`src/rtl/main_decoder_pkg.sv`:
```
// Shared opcode/ALUop constants and the packed control word for the main decoder.
// The decode function is the single source of truth for the opcode-to-control mapping.
package main_decoder_pkg;

  localparam logic [5:0] OP_RTYPE = 6'b000000;
  localparam logic [5:0] OP_LW    = 6'b100011;
  localparam logic [5:0] OP_SW    = 6'b101011;
  localparam logic [5:0] OP_BEQ   = 6'b000100;
  localparam logic [5:0] OP_ADDI  = 6'b001000;
  localparam logic [5:0] OP_J     = 6'b000010;

  localparam logic [1:0] ALUOP_ADD   = 2'b00;
  localparam logic [1:0] ALUOP_SUB   = 2'b01;
  localparam logic [1:0] ALUOP_FUNCT = 2'b10;

  typedef struct packed {
    logic       regwrite;
    logic       regdst;
    logic       alusrc;
    logic       branch;
    logic       memwrite;
    logic       memtoreg;
    logic       jump;
    logic [1:0] aluop;
    logic       illegal;
  } ctrl_t;

  localparam ctrl_t CTRL_IDLE = '0;

  function automatic ctrl_t decode(input logic [5:0] op);
    ctrl_t c;
    c = CTRL_IDLE;
    case (op)
      OP_RTYPE: begin
        c.regwrite = 1'b1;
        c.regdst   = 1'b1;
        c.aluop    = ALUOP_FUNCT;
      end
      OP_LW: begin
        c.regwrite = 1'b1;
        c.alusrc   = 1'b1;
        c.memtoreg = 1'b1;
        c.aluop    = ALUOP_ADD;
      end
      OP_SW: begin
        c.alusrc   = 1'b1;
        c.memwrite = 1'b1;
        c.aluop    = ALUOP_ADD;
      end
      OP_BEQ: begin
        c.branch   = 1'b1;
        c.aluop    = ALUOP_SUB;
      end
      OP_ADDI: begin
        c.regwrite = 1'b1;
        c.alusrc   = 1'b1;
        c.aluop    = ALUOP_ADD;
      end
      OP_J: begin
        c.jump     = 1'b1;
      end
      // Unknown opcodes leave every state-changing control low.
      default: c.illegal = 1'b1;
    endcase
    return c;
  endfunction

endpackage

```
`src/rtl/main_decoder.sv`:
```
// Main control decoder: opcode to datapath control word, with an optional
// asynchronously-reset output register stage selected by REGISTERED.
module main_decoder
  import main_decoder_pkg::*;
#(
  parameter int REGISTERED = 1
) (
  input  logic       clk,
  input  logic       rst_n,
  input  logic [5:0] op,
  output logic       regwrite,
  output logic       regdst,
  output logic       alusrc,
  output logic       branch,
  output logic       memwrite,
  output logic       memtoreg,
  output logic       jump,
  output logic [1:0] ALUop,
  output logic       illegal
);

  ctrl_t ctrl_p0;
  ctrl_t ctrl_p1;

  // stage p0: combinational decode
  always_comb begin
    ctrl_p0 = decode(op);
  end

  // stage p1: optional output register
  generate
    if (REGISTERED != 0) begin : g_reg
      always_ff @(posedge clk or negedge rst_n) begin
        if (!rst_n) begin
          ctrl_p1 <= CTRL_IDLE;
        end else begin
          ctrl_p1 <= ctrl_p0;
        end
      end
    end else begin : g_comb
      logic unused_clk_rst;
      assign unused_clk_rst = clk ^ rst_n;
      assign ctrl_p1 = ctrl_p0;
    end
  endgenerate

  assign regwrite = ctrl_p1.regwrite;
  assign regdst   = ctrl_p1.regdst;
  assign alusrc   = ctrl_p1.alusrc;
  assign branch   = ctrl_p1.branch;
  assign memwrite = ctrl_p1.memwrite;
  assign memtoreg = ctrl_p1.memtoreg;
  assign jump     = ctrl_p1.jump;
  assign ALUop    = ctrl_p1.aluop;
  assign illegal  = ctrl_p1.illegal;

endmodule

```
`config.mk`:
```
export PLATFORM = sky130hd
export DESIGN_NAME = main_decoder
export DESIGN_NICKNAME = d
export VERILOG_FILES = /design/src/rtl/main_decoder_pkg.sv /design/src/rtl/main_decoder.sv
export SDC_FILE = /design/constraint.sdc
export NUM_CORES = 1
export LEC_CHECK = 0
export ABC_AREA = 1
export BUFFER_PORTS_ARGS = -buffer_cell sky130_fd_sc_hd__buf_4
export CAP_MARGIN = 20
export CORE_AREA = 2 2 39 41
export CTS_BUF_LIST = sky130_fd_sc_hd__clkbuf_16
export CTS_CLUSTER_SIZE = 30
export DETAILED_ROUTE_END_ITERATION = 10
export DIE_AREA = 0 0 41 43
export GPL_ROUTABILITY_DRIVEN = 0
export SLEW_MARGIN = 10
export SYNTH_ARGS = -nofsm -noshare
export SYNTH_HDL_FRONTEND = slang
export SYNTH_SLANG_ARGS = --single-unit
```
`constraint.sdc`:
```
create_clock -name clk -period 0.8 [get_ports clk]
set_clock_uncertainty 0.2 [all_clocks]
set_input_delay 0.08 -clock clk [delete_from_list [all_inputs] [get_ports clk]]
set_output_delay 0.08 -clock clk [all_outputs]
set_load 0.01 [all_outputs]
```
; Word level (Yosys, flattened, before mapping)
; Cells that the tools add are included.
; W data, S select, Z words.
[word_totals]
register_bits = 10
inputBits = 8
output_inout_bits = 10
[classes]
n_eq_ne = 5
n_reduce_logical = 4
muxes = 9
[ops]
columns = op, count
row1 = $eq A6 B6 Y1 const B, 2
row2 = $mux W1, 8
row3 = $eq A6 B2 Y1 const B, 1
row4 = $eq A6 B3 Y1 const B, 1
row5 = $eq A6 B4 Y1 const B, 1
row6 = $logic_not A6 Y1, 1
row7 = $reduce_or A3 Y1, 2
row8 = $reduce_or A6 Y1, 1
row9 = $pmux W2 S2, 1

; Logic depth before layout (Yosys ltp)
[logic_depth]
depth_word = 3
mapped_depth = 5
mapped_depth_nobuf = 5

; Worst setup path before layout
; Ideal clock, no wire load.
[synth_path]
path_type = register -> output
startpoint = reg, netlist name branch
endpoint = out ALUop[0]
setup_slack_ps = -19
stages_incl_launch_ff = 2
t_arrival_ps = 539
n_path_buf = 1
cell_sequence = dfrtp_1 > buf_4
[synth_lines]
columns = element, line
row1 = end: declaration, main_decoder.sv:18  ; output logic [1:0] ALUop,

; Final worst setup path
[layout_path]
startpoint = reg ctrl_p1 (netlist bit branch)
endpoint = out branch
[layout_lines]
columns = element, line
row1 = start: declaration, main_decoder.sv:23  ; ctrl_t ctrl_p1;
row2 = start signal: assignment, main_decoder.sv:37  ; ctrl_p1 <= ctrl_p0;
row3 = end: declaration, main_decoder.sv:14  ; output logic branch,
; No word-level cell between the ends.

==> results.md <==
* Crit path cell chain: buf_4
* Synth cell types at 9
* Sequential share of power at 0.327
* Clock Power Share at 0.600
* DR DRC count at 0
* Hold buffer count at CTS at 1
* Slew Limit Fails at 0
* Fin crit share at 1.28
* CTS H-tree lvls at 1
* Sum Neg Setup Slack at -1.99 ns
* CTS Root Cell: clkbuf_16
* Setup WS post-layout at -0.222 ns
* Seq/Total Area, Yosys at 0.614
* Pre-antenna DRT Iters at 4
* Layout cells sized above 1 at 0.450
* Top-area cell type share of the netlist area at 0.614
* Ys async rst share at 1.00
* Crit Path Class: reg2out
* Grt ovf at 0
* Crit-path slowest cell: dfrtp_1
* Final min period at 1.02 ns
* Pre-CTS setup slack at -0.137 ns
* CP arrival at about 0.74 ns
* Most instantiated cells after synthesis: 9 x dfrtp_1, 8 x inv_1, 7 x nor2_1
* Maximum VDD drop at 0.668 mV
* Mapped Cells at 38
* Buffers added on ports at 17
* Die width at 41 um
* Sink Count at 9
* WL final at 655 um
* Die height at 43 um
* Synthesis-stage register bit count at 9
* Setup Viol. Count Final at 10
* Drt wl/cell at 8.62 um
* Slowest stage delay, CP at between 0.3 and 0.4 ns
* Fmax at 979 MHz
* Inserted Clock Buffers at 3
* Clock transition at the registers of the reported paths at 0.04 ns
* Kind of end point of the critical path: output port
* CP Max Fanout at 2
* RSZ-0062 raised after global routing: yes
* Final core occ at 0.458
* Synth Flop Type: dfrtp_1
* DR vias at 297
* Drt via density at 3.91
* Maxcap violations at 0
* Most numerous cell in the Yosys netlist: dfrtp_1
* Total track usage at 0.0933
* Initial DRC count at 5
* Post-CTS Setup Bufs at 0
* Num rows at 14
* EDFF count, synth at 0
* Initial antenna violation count at 0
* Status: finished with violations
* Starting Density at 0.265
* Internal power at 1.17 mW
* Largest net degree at the start of global routing at 10
* Leak at 0.375 nW
* First-pass GRT wire length at ~920 um
* P&R area growth vs syn at 72.7%
* ANT nets after route at 0
* Hold Crit Class: in2reg
* Synth area leaders: dfrtp_1 61%, inv_1 8.2%, nor2_1 7.2%
* HP Start: op[3]
* CP top delay family: flip-flops
* Cell taking the most area after synthesis: dfrtp_1
* Combinational share of power at 0.073
* Power Dens Cells at 2270 nW/um^2
* Boundary Pins at 18
* Syn_nets at 46
* Switching part of the total at 0.183
* CTS Buffer Depth at 2
* Max_slew headroom at 0.899
* YS warnings at 0
* CP startpoint: branch
* Die ar. at 1760 um^2
* Antenna cells at 0
* Worst-Margin Slew at 0.151 ns
* Req. time, crit path at roughly 0.52 ns
* Buf/Inv on CP at 1
* Setup crit start kind: flip-flop
* Fin. Hold Viols at 8
* Hold Slack at -0.0798 ns
* Nets at ~70
* Synthesized area at approximately 370 um^2
* P_sw at 0.263 mW
* Vias in the first global route at between 200 and 250
* Failing checks: hold timing, setup timing
* Area of the core at 1380 um^2
* CTS tree: done
* Syn_area_per_cell at 9.65 um^2
## metal layers
layer,GRT usage,share of wire,vias up
met2,0.103,0.40,17
met1,0.0963,0.40,122
met4,0.160,0.070,0
met3,0.0314,0.12,4
met5,0,0,-
li1,-,-,154
## path summary, 6_finish.rpt
check / endpoint / cells after the start
worst max-delay path: branch / 1
worst min-delay path: ALUop[1] / 3
max in group asynchronous: jump / 2
min in group asynchronous: alusrc / 2
## power groups by stage
stage	Clock, mW	Sequential (mW)	Combinational, mW
6_report	0.860	0.469	0.105
3_5_place_dp	0	0.473	0.0986
4_1_cts	0.873	0.469	0.107
2_1_floorplan	0	0.478	0.0312
5_1_grt	0.891	0.469	0.117
3_3_place_gp	0	0.473	0.0971
## area by class of cell
cell class                 count  area (um^2)
clock inverter                 1         3.75
multi-input combinational     20          104
timing repair buffer          19          175
clock buffer                   3         75.1
inverter                       8         30.0
fill                         133          751
sequential                     9          225
tap                           16         20.0
## metrics by stage
step | cells | total power [mW] | area [um^2] | hold WS [ns]
floorplan | 38 | 0.509 | 370 | -0.416
global placement | 71 | 0.570 | 514 | -0.295
detailed placement | 71 | 0.572 | 514 | -0.294
global route | 76 | 1.48 | 633 | -0.0711
finish | 76 | 1.43 | 633 | -0.0798
CTS | 76 | 1.45 | 633 | -0.0803
## cell usage in the layout, fill, tap and decap left out, types with 2 or more instances in the layout
cell type   n
clkbuf_16   3
nand3_1     3
buf_6       8
nor2_1      7
nand2_1     4
nor2_2      3
inv_1       9
dfrtp_1     9
nand3_2     2
buf_4      10
## cell families (layout without fill, tap and decap cells)
kind of cell	after synthesis	after routing	synth area share
DFF	9	9	0.614
and+or+nand+nor	19	19	0.259
AOI/OAI and AO/OA	1	1	0.0239
buffers and inverters	9	31	0.102
## repair_timing
item / in CTS / in global routing
resized for setup: 8 / 0
setup endpoints to repair: 10 / 10
endpoints found under the hold margin: 17 / 8
## sequential cells by signal (all words and copies together), names as in the netlist
register,count
ALUop,1
alusrc,1
branch,1
illegal,1
jump,1
memtoreg,1
memwrite,1
regdst,1
regwrite,1
No activity file was read; power rests on OpenSTA's default activity.
